## src/rtl/data_pattern_gen.sv

```systemverilog
// Burst pattern generator: emits LEN_I words of a constant, increment, LFSR or
// walking-one sequence on a valid/ready stream, with busy/done status.
module data_pattern_gen #(
  parameter int unsigned             P_WIDTH     = 8,
  parameter int unsigned             P_LEN_W     = 8,
  parameter logic [P_WIDTH-1:0]      P_LFSR_TAPS = 8'hB8,
  parameter int unsigned             P_DELAY     = 1
) (
  input  logic               CLK_I,
  input  logic               RST_X,
  input  logic               START_I,
  input  logic [1:0]         MODE_I,
  input  logic [P_LEN_W-1:0] LEN_I,
  input  logic [P_WIDTH-1:0] SEED_I,
  input  logic               ABORT_I,
  output logic [P_WIDTH-1:0] DATA_O,
  output logic               VALID_O,
  input  logic               READY_I,
  output logic               BUSY_O,
  output logic               DONE_O
);

  typedef enum logic [1:0] {
    ST_IDLE = 2'd0,
    ST_RUN  = 2'd1,
    ST_FIN  = 2'd2
  } state_t;

  localparam logic [1:0] LP_MODE_CONST = 2'd0;
  localparam logic [1:0] LP_MODE_INCR  = 2'd1;
  localparam logic [1:0] LP_MODE_LFSR  = 2'd2;
  localparam logic [1:0] LP_MODE_WALK  = 2'd3;
  localparam logic [P_WIDTH-1:0] LP_ONE = {{(P_WIDTH-1){1'b0}}, 1'b1};
  localparam logic [P_LEN_W-1:0] LP_LEN_ONE = {{(P_LEN_W-1){1'b0}}, 1'b1};

  state_t               state_q, state_d;
  logic [P_WIDTH-1:0]   data_q, data_d;
  logic                 valid_q, valid_d;
  logic                 busy_q, busy_d;
  logic                 done_q, done_d;
  logic [1:0]           mode_q, mode_d;
  logic [P_LEN_W-1:0]   cnt_q, cnt_d;
  logic                 xfer_s;

  // Update delays are not modelled; the parameter stays for drop-in compatibility.
  logic unused_delay_s;
  assign unused_delay_s = ^P_DELAY;

  function automatic logic [P_WIDTH-1:0] first_word(input logic [1:0] mode,
                                                    input logic [P_WIDTH-1:0] seed);
    case (mode)
      LP_MODE_LFSR: first_word = (seed == '0) ? LP_ONE : seed;
      LP_MODE_WALK: first_word = LP_ONE;
      default:      first_word = seed;
    endcase
  endfunction

  function automatic logic [P_WIDTH-1:0] next_word(input logic [1:0] mode,
                                                   input logic [P_WIDTH-1:0] cur);
    case (mode)
      LP_MODE_CONST: next_word = cur;
      LP_MODE_INCR:  next_word = cur + LP_ONE;
      LP_MODE_LFSR:  next_word = cur[0] ? ((cur >> 1) ^ P_LFSR_TAPS) : (cur >> 1);
      LP_MODE_WALK:  next_word = {cur[P_WIDTH-2:0], cur[P_WIDTH-1]};
      default:       next_word = cur;
    endcase
  endfunction

  assign xfer_s = valid_q & READY_I;

  always_comb begin
    state_d = state_q;
    data_d  = data_q;
    valid_d = valid_q;
    busy_d  = busy_q;
    done_d  = 1'b0;
    mode_d  = mode_q;
    cnt_d   = cnt_q;
    case (state_q)
      ST_IDLE: begin
        if (START_I) begin
          busy_d = 1'b1;
          if (LEN_I != '0) begin
            mode_d  = MODE_I;
            cnt_d   = LEN_I;
            data_d  = first_word(MODE_I, SEED_I);
            valid_d = 1'b1;
            state_d = ST_RUN;
          end else begin
            done_d  = 1'b1;
            state_d = ST_FIN;
          end
        end else begin
          state_d = ST_IDLE;
        end
      end
      ST_RUN: begin
        if (xfer_s) begin
          cnt_d = cnt_q - LP_LEN_ONE;
          if (cnt_q == LP_LEN_ONE) begin
            valid_d = 1'b0;
            done_d  = 1'b1;
            state_d = ST_FIN;
          end else begin
            data_d = next_word(mode_q, data_q);
          end
        end else begin
          state_d = ST_RUN;
        end
        // Abort overrides a coincident final transfer, so no done pulse follows.
        if (ABORT_I) begin
          valid_d = 1'b0;
          busy_d  = 1'b0;
          done_d  = 1'b0;
          state_d = ST_IDLE;
        end else begin
          busy_d = 1'b1;
        end
      end
      ST_FIN: begin
        busy_d  = 1'b0;
        state_d = ST_IDLE;
      end
      default: begin
        valid_d = 1'b0;
        busy_d  = 1'b0;
        state_d = ST_IDLE;
      end
    endcase
  end

  always_ff @(posedge CLK_I or negedge RST_X) begin
    if (!RST_X) begin
      state_q <= ST_IDLE;
      data_q  <= '0;
      valid_q <= 1'b0;
      busy_q  <= 1'b0;
      done_q  <= 1'b0;
      mode_q  <= 2'd0;
      cnt_q   <= '0;
    end else begin
      state_q <= state_d;
      data_q  <= data_d;
      valid_q <= valid_d;
      busy_q  <= busy_d;
      done_q  <= done_d;
      mode_q  <= mode_d;
      cnt_q   <= cnt_d;
    end
  end

  assign DATA_O  = data_q;
  assign VALID_O = valid_q;
  assign BUSY_O  = busy_q;
  assign DONE_O  = done_q;

endmodule

```

## config.mk

```make
export PLATFORM = sky130hd
export DESIGN_NAME = data_pattern_gen
export DESIGN_NICKNAME = d
export VERILOG_FILES = /design/src/rtl/data_pattern_gen.sv
export SDC_FILE = /design/constraint.sdc
export NUM_CORES = 1
export LEC_CHECK = 0
export ABC_AREA = 1
export CAP_MARGIN = 10
export CORE_AREA = 2 2 64 66
export CTS_CLUSTER_DIAMETER = 30
export DETAILED_ROUTE_END_ITERATION = 10
export DIE_AREA = 0 0 66 68
export PLACE_DENSITY = 0.78
export SYNTH_ARGS = -nofsm -noshare
export SYNTH_HDL_FRONTEND = slang
export SYNTH_SLANG_ARGS = --single-unit
```

## constraint.sdc

```tcl
create_clock -name CLK_I -period 1.2 [get_ports CLK_I]
set_input_delay 0.3 -clock CLK_I [delete_from_list [all_inputs] [get_ports CLK_I]]
set_output_delay 0.3 -clock CLK_I [all_outputs]
set_load 0.05 [all_outputs]
```

# Word-level counts from Yosys, hierarchy flattened
# Cells that the tools add are included.
# classes
n_mux	34
addsub	2
n_eq_ne	16
bitwise_logic	3
reduce_logical	9
# ops
op	count
two-way mux 8 bit	9
one-hot mux 8 bit (2 select lines)	3
one-hot mux 8 bit (3 select lines)	1
two-way mux 1 bit	12
== test 2 bit, second input constant	5
two-way mux 2 bit	5
!= test 2 bit, second input constant	5
adder 8 x 1 -> 8 bit, second input constant	1
== test 8 x 1 -> 1 bit, second input constant	1
logical NOT 8 bit	1
nonzero test 8 bit	1
subtractor 8 x 1 -> 8 bit, second input constant	1
!= test 3 bit, second input constant	2
AND reduction 6 bit	1
AND reduction 5 bit	1
== test 2 x 1 -> 1 bit, second input constant	2
logical NOT 2 bit	2
!= test 4 bit, second input constant	1
inverter 3 -> 4 bit	1
one-hot mux 1 bit (2 select lines)	2
one-hot mux 2 bit (2 select lines)	1
AND reduction 4 bit	1
one-hot mux 1 bit (3 select lines)	1
AND reduction 3 bit	1
3 further kinds	3
# word_totals
word_cells	71
output_inout_bits	11
regBits	23

# Depth between registers and ports, before layout
# logic_depth
word_depth	6
depth_mapped	10

# Worst setup path before layout
# OpenSTA, ideal clock, no wires.
# synth_timing
path_kind	register to register
start	register data_q[2] (netlist: DATA_O[2])
end	register data_q[3] (netlist: DATA_O[3])
arrival_ps	1521
period_less_slack_ps	1639
setup_ps	118
path_stages_with_launch	8
path_slack_ps	-439
n_path_buf	1
cell_sequence	dfrtp_1 -> buf_2 -> nand3_1 -> nor2_1 -> nor2_1 -> or2_2 -> nand3_1 -> nand2_1
# synth_via
elab_chain_cells	5
# synth_rtl
item	line_no	source
start, declared	37	logic [P_WIDTH-1:0] data_q, data_d;
start signal, assigned	143	data_q <= data_d;
adder 8 x 1 -> 8 bit	62	LP_MODE_INCR: next_word = cur + LP_ONE;
one-hot mux 8 bit (3 select lines) *	60	case (mode)
two-way mux 8 bit *	100	if (cnt_q == LP_LEN_ONE) begin
two-way mux 8 bit *	98	if (xfer_s) begin
one-hot mux 8 bit (2 select lines) *	79	case (state_q)
# Mark *: on every way between the ends. The rest lies on a longest branch, timed or not. The select of a mux whose other input is x is not followed.
# A chain may end at the register's enable or synchronous reset.

# Worst setup path after layout
# layout_timing
start	register state_q[1]
end	register data_q[6] (netlist: DATA_O[6])
# layout_via
elab_chain_cells	3
word_cells_on_any_way	10
cone_classes	eq/ne (6); mux (1); reduce/logical (3)
# layout_rtl
item	line_no	source
start, declared	36	state_t state_q, state_d;
start signal, assigned	142	state_q <= state_d;
== test 2 x 1 -> 1 bit / logical NOT 2 bit (equally long branches)	79	
!= test 2 bit (no line) / nonzero test 2 bit (equally long branches)	--	
AND reduction 6 bit (no line)	--	
# Several ways; a longest one is shown, not always the timed one.

==> out/summary.md <==
## Status
- complete, but fails checks — outcome
- setup timing — violations in the final reports

## Timing
- 129% — final clock period utilization by the worst path
- 0.306 ns — slew at the pin closest to its max-slew limit
- 0 — Final Hold Vio Count
- -0.348 ns — final worst-path setup slack
- 30 — number of setup violations in the final report
- 1.55 ns — min cycle time layout
- yes — setup repair after global routing missed its margin
- 646 MHz — Max Clock Freq
- 0.00586 ns — maximum clock skew at final layout
- 0 — final max-slew violation count
- -5.29 ns — final sum of negative setup slack
- 79.5% — relative slew slack

## Global routing
- 0 — global route total overflow
- 2352 — vias in the first global route
- 0 — antenna violations before repair
- 30.3% — global-route total usage across every layer
- 10400 um — wire length of the first global-routing pass
- 24 — maximum number of pins on one net before global-route repair

## Cells and area
- 407 — Layout Nets
- 0 — final antenna diode count
- 593 sq um — footprint of the flip-flops and latches
- 430 — final standard cell count with taps included and fillers excluded
- 87.0% — Area growth, synth to finish
- 43.2% — share of cells above drive strength 1
- 1300 sq um — Multi-input gate area
- 238 — Fillers

## Critical path
- inv_2 > nand2_4 > o21ai_4 > buf_4 > nand2_2 > nor2_4 > nand3_1 > nand2_1 — ordered cell list for the critical path
- simple AND/OR/NAND/NOR gates — kind of cell adding the most delay to the critical path
- 4 — highest net fanout along the worst path
- flip-flop — startpoint type of the worst setup path
- DATA_O[6] — worst r2r dst
- -0.35 ns — register-to-register setup slack
- 1.77 ns — Arrival @ worst endpoint
- 2 — Buf+Inv Stages, Crit Path
- flip-flop — Critical Path End Type
- 1.42 ns — required time at the worst-slack endpoint
- dfrtp_1 — cell type of the slowest stage on the worst timing path
- state_q[1] — worst flop-to-flop path startpoint
- 8 — count of cells along the worst register-to-register path
- 0.44 ns — worst stage delay on the critical path
- reg -> reg — critical path class

## CTS
- 0 — post-cts hold buffer count
- 1 — H-tree levels
- 3 — number of buffers created by CTS
- 23 — clock sink count
- 2 — maximum buffer depth of the clock tree
- 0.28 ns — clock latency at the later pin of the worst-skew pair
- clkbuf_8 — cell at the root of the clock tree
- yes — CTS tree
- 0.10 ns — clock-pin slew on the worst setup and hold paths

## Synthesis
- 2.19% — Post-Synth Adder-Cell Area
- simple AND/OR/NAND/NOR gates — largest family of logic cells by synthesized area
- 277 — Cells after Synth
- 0 — Yosys Warn Count
- 33.5% — sequential share of the synthesized area
- 13.6% — Synth Area in Compound Gates
- 41.2% — area fraction in and, or, nand and nor cells after synthesis
- 24 — Netlist cell types
- dfrtp_1 — top cell type by total area after synthesis
- 33.5% — share of Yosys cell area claimed by the top area cell type
- dfrtp_1 — most used flip-flop cell after synthesis
- 0 — number of enable flip-flop cells after synthesis
- 100% — proportion of register bits with asynchronous set or reset after synthesis
- 23 — flip-flop and latch count after synthesis
- dfrtp_1, nand2_1, nand3_1 — leading post-synthesis cells by cell area
- 1720 sq um — area of the mapped netlist
- 6.20 sq um — Post-Syn Area per Cell
- 0% — share of synthesized area spent on multiplexers
- 0% — XOR/XNOR share of the synthesized area
- 303 — synthesized netlist net count

## Floorplanning
- 68 um — Die Height
- 4490 sq um — die area
- 34 — Ports
- 66 um — Chip Width
- 3860 sq um — core footprint
- 44.5% — initial standard-cell utilization of the core
- 23 — row count

## Job
- 0 — number of max-capacitance violations reported

## Placed design
- 399 — number of cells after detailed placement
- 3930 um — sum of net half-perimeters after detailed placement
- 0.864 — routability congestion estimate from global placement
- 33 — buffers added on ports
- -0.498 ns — worst setup slack after placement

## Pwr
- 76.2% — combinational share of power
- 2760 nW/um^2 — power per cell area
- 0.00153 uW — Pleak
- 4360 uW — switching power summed over all nets
- 0.00163 V — maximum VDD drop
- 17.8% — sequential group share of total power
- 6.0% — relative contribution of the clock network to total power
- 4500 uW — Int Pwr
- 49.2% — Switching Fraction

## Route
- 5.47 — average vias per placed instance
- 2350 — DR vias
- 0 — antenna-violating nets left
- 6940 um — Total Wirelength
- 244 — initial detailed-routing violation count
- 0 — DRC
- 16.1 um — detailed-route wire length per cell
- 4 — First-pass DRT Iterations

## Worst hold path
- in -> async — class of the most critical hold timing path

==> metrics by stage <==
step | cell area (sq um) | power (uW) | hold WS [ns] | utilization (%)
final | 3210 | 8860 | 0.372 | 83.3
after global routing | 3210 | 9360 | 0.394 | 83.3
after CTS | 3000 | 8010 | 0.382 | 77.9
after detailed placement | 2590 | 6370 | 0.560 | 67.2
after global placement | 2590 | 6270 | 0.556 | 67.2
after floorplan | 1790 | 4130 | 0.00441 | -
==> worst register-to-register path: stages, from the launching register on <==
cell     delay [ns]
dfrtp_1        0.44
inv_2          0.11
nand2_4        0.09
o21ai_4        0.24
buf_4          0.15
nand2_2        0.11
nor2_4         0.16
nand3_1        0.10
nand2_1        0.10
==> layout by cell type, fill, tap and decap left out, drive strengths merged <==
cell,count
inv,36
clkinv,2
o21a,1
dfrtp,23
nand2,95
nor2,41
a31oi,1
clkbuf,3
or2,1
nand3,30
nand4,3
o31ai,2
nor3,1
o21ai,31
buf,78
ha,3
clkdlybuf4s50,13
a21oi,6
o2111ai,1
dlygate4sd2,9
==> state kept, by name, summed over array words and instances, names as in the netlist <==
name	count
mode_q	2
VALID_O	1
DONE_O	1
DATA_O	8
cnt_q	8
BUSY_O	1
state_q	2
==> power by group through the flow <==
stage / registers [uW] / logic, uW / clock network, uW
2_1_floorplan: 2080 / 2060 / 0
3_3_place_gp: 1590 / 4680 / 0
3_5_place_dp: 1600 / 4770 / 0
4_1_cts: 1540 / 5950 / 514
5_1_grt: 1610 / 7200 / 551
6_report: 1580 / 6740 / 532
==> synth_stat cells (2+ instances only) <==
master and count:
a21oi_1 6, buf_2 2, dfrtp_1 23, ha_1 3, inv_1 32, inv_2 3, nand2_1 93, nand3_1 30
nand4_1 3, nor2_1 39, o21ai_0 28, o21ai_1 2, o31ai_1 2
==> logic make-up after synthesis <==
kind of cell             after synthesis
AND/OR/NAND/NOR                      169
AO/OA/AOI/OAI                         42
buffers and inverters                 40
flip-flops                            23
adder cells (fa/ha/maj)                3
==> worst max path at each step <==
stage	start	endpoint	slack [ns]	cells after the start
3_5_place_dp	LEN_I[7]	cnt_q[4]	-0.50	9
4_1_cts	DATA_O[1]	DATA_O[1]	-0.17	2
5_1_grt	state_q[1]	DATA_O[6]	-0.37	8
3_3_place_gp	LEN_I[7]	cnt_q[4]	-0.49	9
6_report	state_q[1]	DATA_O[6]	-0.35	8
2_1_floorplan	state_q[1]	DATA_O[7]	-0.13	9
==> per-layer routing <==
metal / GRT usage [%] / vias up / wire length [um]
li1: - / 1097 / -
met1: 32.9 / 1108 / 2630
met2: 58.7 / 110 / 3660
met3: 3.62 / 35 / 374
met4: 14.3 / 0 / 267
met5: 0 / - / 0
==> final cells by class <==
cell class | instances | share of cell area (%)
clock buffer | 3 | 1.29
clock inverter | 1 | 0.156
inverter | 36 | 5.30
multi-input combinational | 216 | 40.4
sequential | 23 | 18.5
tap | 50 | 1.95
timing repair buffer | 100 | 32.1
timing repair inverter | 1 | 0.351
==> what timing repair did <==
action / in CTS / in global routing
pin swaps: 24 / 17
gates resized for setup: 78 / 46
cloned: 3 / 0
buffers inserted: 18 / 8
hold endpoints to repair: 0 / 0
endpoints found under the setup margin: 30 / 31
No activity file was read; power rests on OpenSTA's default activity.
